`config.mk`:
```
export PLATFORM = sky130hd
export DESIGN_NAME = alu_control_sequencer
export DESIGN_NICKNAME = d
export VERILOG_FILES = /design/src/rtl/alu_control_sequencer_pkg.sv /design/src/rtl/alu_control_sequencer_reg_field_decoder.sv /design/src/rtl/alu_control_sequencer.sv
export SDC_FILE = /design/constraint.sdc
export NUM_CORES = 1
export LEC_CHECK = 0
export ABC_AREA = 1
export CORE_MARGIN = 2
export CORE_UTILIZATION = 30
export CTS_CLUSTER_DIAMETER = 60
export DETAILED_ROUTE_END_ITERATION = 8
export GPL_TIMING_DRIVEN = 0
export HOLD_SLACK_MARGIN = 0.05
export PLACE_DENSITY = 0.76
export SLEW_MARGIN = 10
export SYNTH_ARGS = -nofsm -noshare
export SYNTH_HDL_FRONTEND = slang
export SYNTH_SLANG_ARGS = --single-unit
```
`constraint.sdc`:
```
create_clock -name clock -period 1.5 [get_ports clock]
set_clock_uncertainty 0.1 [all_clocks]
set_input_delay 0.15 -clock clock [delete_from_list [all_inputs] [get_ports clock]]
set_output_delay 0.15 -clock clock [all_outputs]
set_load 0.02 [all_outputs]
```
`src/rtl/alu_control_sequencer_pkg.sv`:
```
// alu_control_sequencer_pkg: state encodings, opcode constants and decode helpers shared with the ALU
package alu_control_sequencer_pkg;
   localparam int NREG = 16;
   localparam int OPW  = 5;
   typedef enum logic [3:0] {
      S_IDLE, S_T0, S_T1, S_T2, S_T3, S_T4, S_T5, S_T6, S_HALT
   } state_t;
   localparam logic [OPW-1:0] OP_ADD  = 5'b00011;
   localparam logic [OPW-1:0] OP_SUB  = 5'b00100;
   localparam logic [OPW-1:0] OP_SHR  = 5'b00101;
   localparam logic [OPW-1:0] OP_SHL  = 5'b00110;
   localparam logic [OPW-1:0] OP_ROR  = 5'b00111;
   localparam logic [OPW-1:0] OP_ROL  = 5'b01000;
   localparam logic [OPW-1:0] OP_AND  = 5'b01011;
   localparam logic [OPW-1:0] OP_OR   = 5'b01100;
   localparam logic [OPW-1:0] OP_MUL  = 5'b01111;
   localparam logic [OPW-1:0] OP_DIV  = 5'b10000;
   localparam logic [OPW-1:0] OP_NEG  = 5'b10001;
   localparam logic [OPW-1:0] OP_NOT  = 5'b10010;
   localparam logic [OPW-1:0] OP_HALT = 5'b11011;
   function automatic logic op_muldiv(input logic [OPW-1:0] op);
      return op == OP_MUL || op == OP_DIV;
   endfunction
   function automatic logic op_unary(input logic [OPW-1:0] op);
      return op == OP_NEG || op == OP_NOT;
   endfunction
   function automatic logic op_defined(input logic [OPW-1:0] op);
      case (op)
         OP_ADD, OP_SUB, OP_SHR, OP_SHL, OP_ROR, OP_ROL, OP_AND, OP_OR,
         OP_MUL, OP_DIV, OP_NEG, OP_NOT, OP_HALT: return 1'b1;
         default: return 1'b0;
      endcase
   endfunction
endpackage

```
`src/rtl/alu_control_sequencer_reg_field_decoder.sv`:
```
// reg_field_decoder: 4-bit register field to one-hot GPR select, all-zero when disabled
module reg_field_decoder #(
   parameter int N = 16
) (
   input  logic [3:0]   field,
   input  logic         en,
   output logic [N-1:0] onehot
);
   assign onehot = en ? N'(1) << field : '0;
endmodule

```
`src/rtl/alu_control_sequencer.sv`:
```
// alu_control_sequencer: hardwired fetch/execute FSM driving the bus datapath strobes for R-format ALU ops
module alu_control_sequencer
   import alu_control_sequencer_pkg::*;
(
   input  logic            clock,
   input  logic            clear,
   input  logic            run,
   input  logic            mem_ready,
   input  logic [31:0]     IR,
   output logic            PCout,
   output logic            ZLOout,
   output logic            ZHIout,
   output logic            MDRout,
   output logic            MARin,
   output logic            PCin,
   output logic            MDRin,
   output logic            IRin,
   output logic            Yin,
   output logic            Zlowin,
   output logic            Zhighin,
   output logic            HIin,
   output logic            LOin,
   output logic            IncPC,
   output logic            read,
   output logic [OPW-1:0]  operation,
   output logic [NREG-1:0] R_in,
   output logic [NREG-1:0] R_out,
   output logic            illegal,
   output logic            halted
);
   state_t           state, next, done;
   logic [OPW-1:0]   ir_op;
   logic [3:0]       ra, rb, rc;
   logic             defined, muldiv, unary, rout_en, rin_en, ir_unused;
   assign ir_op     = IR[31:27];
   assign ra        = IR[26:23];
   assign rb        = IR[22:19];
   assign rc        = IR[18:15];
   assign ir_unused = ^IR[14:0];
   assign defined   = op_defined(ir_op);
   assign muldiv    = op_muldiv(ir_op);
   assign unary     = op_unary(ir_op);
   assign done      = run ? S_T0 : S_IDLE;
   always_ff @(posedge clock or negedge clear)
      if (!clear) state <= S_IDLE;
      else state <= next;
   // operation is captured as IR leaves T3 so it stays stable through T4..T6
   always_ff @(posedge clock or negedge clear)
      if (!clear) operation <= '0;
      else if (state == S_T3) operation <= ir_op;
   always_comb begin
      next = state;
      unique case (state)
         S_IDLE: next = run ? S_T0 : S_IDLE;
         S_T0:   next = S_T1;
         S_T1:   next = mem_ready ? S_T2 : S_T1;
         S_T2:   next = S_T3;
         S_T3:   next = !defined ? done : ir_op == OP_HALT ? S_HALT : S_T4;
         S_T4:   next = S_T5;
         S_T5:   next = muldiv ? S_T6 : done;
         S_T6:   next = done;
         S_HALT: next = S_HALT;
         default: next = S_IDLE;
      endcase
   end
   always_comb begin
      {PCout, ZLOout, ZHIout, MDRout, MARin, PCin, MDRin, IRin, Yin} = '0;
      {Zlowin, Zhighin, HIin, LOin, IncPC, read, illegal, halted} = '0;
      {rout_en, rin_en} = '0;
      unique case (state)
         S_T0:   {PCout, MARin, IncPC, Zlowin} = '1;
         S_T1:   {ZLOout, PCin, read, MDRin} = '1;
         S_T2:   {MDRout, IRin} = '1;
         S_T3:   begin
            {Yin, rout_en} = {2{defined}};
            illegal = !defined;
         end
         S_T4:   begin
            {rout_en, Zlowin} = '1;
            Zhighin = muldiv;
         end
         S_T5:   begin
            ZLOout = 1'b1;
            LOin   = muldiv;
            rin_en = !muldiv;
         end
         S_T6:   {ZHIout, HIin} = '1;
         S_HALT: halted = 1'b1;
         default: ;
      endcase
   end
   // unary ops re-drive Rb in T4 since the ALU ignores Y for them
   reg_field_decoder #(.N(NREG)) u_rout (
      .field  ((state == S_T4 && !unary) ? rc : rb),
      .en     (rout_en),
      .onehot (R_out)
   );
   reg_field_decoder #(.N(NREG)) u_rin (
      .field  (ra),
      .en     (rin_en),
      .onehot (R_in)
   );
endmodule

```
==> flow_summary.rst <==
.. list-table::
   :header-rows: 1

   * - Metric
     - Value
   * - Number of flops mapped to enable cells by yosys
     - 0
   * - Endpoint arrival time on the critical path
     - 1.69 ns
   * - Buffer cell driving the clock tree root
     - sky130_fd_sc_hd__clkbuf_8
   * - Register bit total from synthesis
     - 9
   * - Top post-synthesis cells by area
     - sky130_fd_sc_hd__dfrtp_1 (20%), sky130_fd_sc_hd__nor2_1 (14%), sky130_fd_sc_hd__nand3_1 (13%), sky130_fd_sc_hd__inv_1 (9.2%), sky130_fd_sc_hd__nand2_1 (8.2%)
   * - Leakage power of the design
     - 1.08 nW
   * - Number of warnings printed during yosys synthesis
     - 0
   * - Most used flip-flop cell after synthesis
     - sky130_fd_sc_hd__dfrtp_1
   * - Average wire length per cell after detail routing
     - 12.1 um
   * - Async set or reset register ratio after synthesis
     - 100%
   * - GRT Resource Usage Total
     - 18.0%
   * - CTS Hold Buffers Added
     - 0
   * - Transition time of the tightest slew-check pin
     - 0.433 ns
   * - Achievable frequency
     - 514 MHz
   * - Cell Count, Final, Fillers Out
     - 326
   * - Worst Setup End Kind
     - primary output
   * - Inserted Clock Buffers
     - 3
   * - Initial antenna violation count
     - 0
   * - Number of buffers on the longest clock path
     - 2
   * - Time the final worst path needs with I/O delays and setup
     - 1.94 ns
   * - Total number of clock tree sinks
     - 9
   * - RD Place Congestion
     - 0.790
   * - Residual DRC count
     - 0
   * - Outcome
     - finished, violations left
   * - Total negative slack
     - -16.60 ns
   * - Port Buf Inserts
     - 74
   * - Headroom to the max-slew limit
     - 71.1%
   * - Syn Nets
     - 229
   * - Clock slew at reported path FFs
     - 0.05 ns
   * - Die area
     - 4320 sq um
   * - Finished Cell Area
     - 2290 sq um
   * - Placed cell area
     - 2020 sq um
   * - Worst hold path class
     - in -> reg
   * - Share of layout cells above drive strength 1
     - 56.5%
   * - Power density over the cells
     - 1090 nW/um^2
   * - Remaining antenna violation count after routing
     - 0
   * - Largest net degree at the start of global routing
     - 11
   * - TritonCTS clock tree
     - done
   * - Kind of start point of the critical path
     - register
   * - Critical path fanouts, max
     - 8
   * - Launch point of the worst reg-to-reg path
     - state[1]
   * - Floorplan die width
     - 65.7 um
   * - Share of the yosys chip area belonging to registers
     - 19.7%
   * - Dpl hpwl
     - 2870 um
   * - Most frequent cells after synthesis
     - sky130_fd_sc_hd__nor2_1 (43), sky130_fd_sc_hd__nand3_1 (30), sky130_fd_sc_hd__inv_1 (28)
   * - Area grow syn2layout
     - 101%
   * - Sum of overflow across all layers after global routing
     - 0
   * - Placeable Area
     - 3660 sq um
   * - Vias per std cell
     - 4.69
   * - Detailed router's first-iteration violation count
     - 56
   * - Final setup slack of the worst path
     - -0.444 ns
   * - Num rows
     - 22
   * - Type of the worst setup path
     - reg -> out
   * - Setup repair after global routing missed its margin
     - yes
   * - Top cell type by total area after synthesis
     - sky130_fd_sc_hd__dfrtp_1
   * - Post-Place Setup Slack
     - -1.17 ns
   * - First drt pass iteration count
     - 4
   * - Number of global-route vias before repair
     - 1402
   * - Violations in the final reports
     - negative setup slack
   * - Initial core utilization
     - 31.2%
   * - Total wirelength of the detailed-routed design
     - 3950 um
   * - Number of distinct standard cells referenced by the synthesized netlist
     - 23
   * - Worst setup startpoint
     - state[1]
   * - Fin nets
     - 320
   * - Number of pins exceeding their max-slew limit in the final report
     - 0
   * - Die height
     - 65.7 um
   * - Netlist area before placement
     - 1140 sq um
   * - Maximum VDD drop
     - 0.422 mV
   * - First-pass GRT wire length
     - 6150 um
   * - Diodes inserted
     - 0
   * - Placed insts
     - 310
   * - Clock network latency to the later pin of the worst-skew pair
     - 0.25 ns
   * - Most frequent cell after synthesis
     - sky130_fd_sc_hd__nor2_1
   * - Tcrit/Tclk final
     - 130%
   * - H-Tree Level Count
     - 1
   * - Count of endpoints failing setup in the final report
     - 51
   * - Mean Syn Cell Area
     - 6.08 sq um
   * - Critical Path RT
     - 1.25 ns
   * - Number of standard cells after synthesis
     - 188
   * - Hold_sp
     - IR[28]
   * - Number of maximum-capacitance constraint violations
     - 0
   * - Area fraction of the dominant cell type after synthesis
     - 19.7%
   * - Total number of vias
     - 1530
   * - Number of top-level pins
     - 90
   * - Number of hold violations in the final report
     - 0
worst max-delay path, cell delays in order, from the launching register on:
cell and delay (ns):
sky130_fd_sc_hd__dfrtp_1 0.44, sky130_fd_sc_hd__inv_2 0.11, sky130_fd_sc_hd__nand2_4 0.09, sky130_fd_sc_hd__nor2_8 0.15, sky130_fd_sc_hd__nand2_4 0.10, sky130_fd_sc_hd__nand2_4 0.07, sky130_fd_sc_hd__nand2_4 0.07, sky130_fd_sc_hd__inv_4 0.08
sky130_fd_sc_hd__nand2_8 0.08, sky130_fd_sc_hd__nor2_2 0.12, sky130_fd_sc_hd__buf_6 0.12
layout by cell type (no fill, tap or decap), types with 2 or more instances in the layout:
master	Yosys	routed
sky130_fd_sc_hd__inv_2	2	10
sky130_fd_sc_hd__o21ai_1	4	2
sky130_fd_sc_hd__buf_6	0	12
sky130_fd_sc_hd__dlygate4sd2_1	0	3
sky130_fd_sc_hd__nand3_2	1	9
sky130_fd_sc_hd__nand2_8	0	2
sky130_fd_sc_hd__buf_2	1	7
sky130_fd_sc_hd__nand2_2	12	9
sky130_fd_sc_hd__clkdlybuf4s50_1	0	19
sky130_fd_sc_hd__nand4_1	4	4
sky130_fd_sc_hd__nand2_4	4	9
sky130_fd_sc_hd__dfrtp_1	9	8
sky130_fd_sc_hd__ha_1	5	5
sky130_fd_sc_hd__nand3_1	30	21
sky130_fd_sc_hd__nor2_4	1	14
sky130_fd_sc_hd__buf_4	6	41
sky130_fd_sc_hd__o21ai_2	0	2
sky130_fd_sc_hd__nand2_1	25	21
sky130_fd_sc_hd__inv_1	28	18
sky130_fd_sc_hd__nor2_2	2	21
sky130_fd_sc_hd__clkbuf_2	0	3
sky130_fd_sc_hd__a21oi_1	4	3
sky130_fd_sc_hd__clkbuf_8	0	3
sky130_fd_sc_hd__nand3_4	1	2
sky130_fd_sc_hd__clkdlybuf4s15_2	0	5
sky130_fd_sc_hd__nor2_1	43	12
cell families (layout without fill, tap and decap cells):
family | count (synthesis) | after routing | share of synthesized area, %
and+or+nand+nor | 127 | 128 | 56.0
buffers and inverters | 37 | 126 | 14.2
AOI/OAI and AO/OA | 10 | 10 | 4.60
DFF | 9 | 9 | 19.7
adders and majority gates | 5 | 5 | 5.48
per-stage QoR:
stage | total power [mW] | utilization (%) | hold slack, ns
after floorplan | 1.29 | - | -0.246
after global placement | 1.83 | 55.2 | 0.357
after detailed placement | 1.86 | 55.2 | 0.363
after CTS | 2.28 | 57.8 | 0.125
after global routing | 2.66 | 62.6 | 0.126
final | 2.50 | 62.6 | 0.0960
final timing paths:
kind / to / slack [ns] / cells past startpoint
hold / removal: operation[1] / 0.1 / 3
max in group asynchronous: state[0] / 0.87 / 1
hold reg to reg: operation[2] / 0.39 / 2
setup reg to reg: operation[3] / -0.11 / 8
setup / recovery: R_out[5] / -0.44 / 10
min in group asynchronous: state[1] / 0.11 / 1
cell type report:
| class | instances | area [sq um] |
|---|---|---|
| fill | 323 | 1370 |
| multi-input combinational | 143 | 1040 |
| timing repair buffer | 86 | 753 |
| sequential | 9 | 226 |
| inverter | 30 | 119 |
| tap | 48 | 60.1 |
| buffer | 6 | 45.0 |
| clock buffer | 3 | 41.3 |
| clock inverter | 1 | 5.00 |
what timing repair did:
item / in CTS / in global routing
setup endpoints to repair: 50 / 49
gates cloned: 1 / 0
buffers inserted: 5 / 7
pin swaps: 12 / 11
endpoints found under the hold margin: 0 / 0
resized for setup: 253 / 55
power breakdown:
| part | total (mW) | leakage, nW | switching [mW] | internal [mW] |
|---|---|---|---|---|
| clock | 0.299 | 0.0255 | 0.116 | 0.183 |
| combinational | 1.74 | 0.944 | 1.00 | 0.738 |
| sequential | 0.456 | 0.112 | 0.109 | 0.347 |
| total | 2.50 | 1.08 | 1.23 | 1.27 |
registers in the layout (all words and copies together) (netlist names):
signal / flops
operation: 5
state: 4
metal layers:
metal | track usage, % | vias up | share of wire, %
met4 | 7.81 | 0 | 2.1
li1 | - | 769 | -
met1 | 21.7 | 697 | 39
met2 | 31.2 | 57 | 52
met5 | 0 | - | 0
met3 | 2.91 | 7 | 6.5
Power figures use the tool's default switching activity.
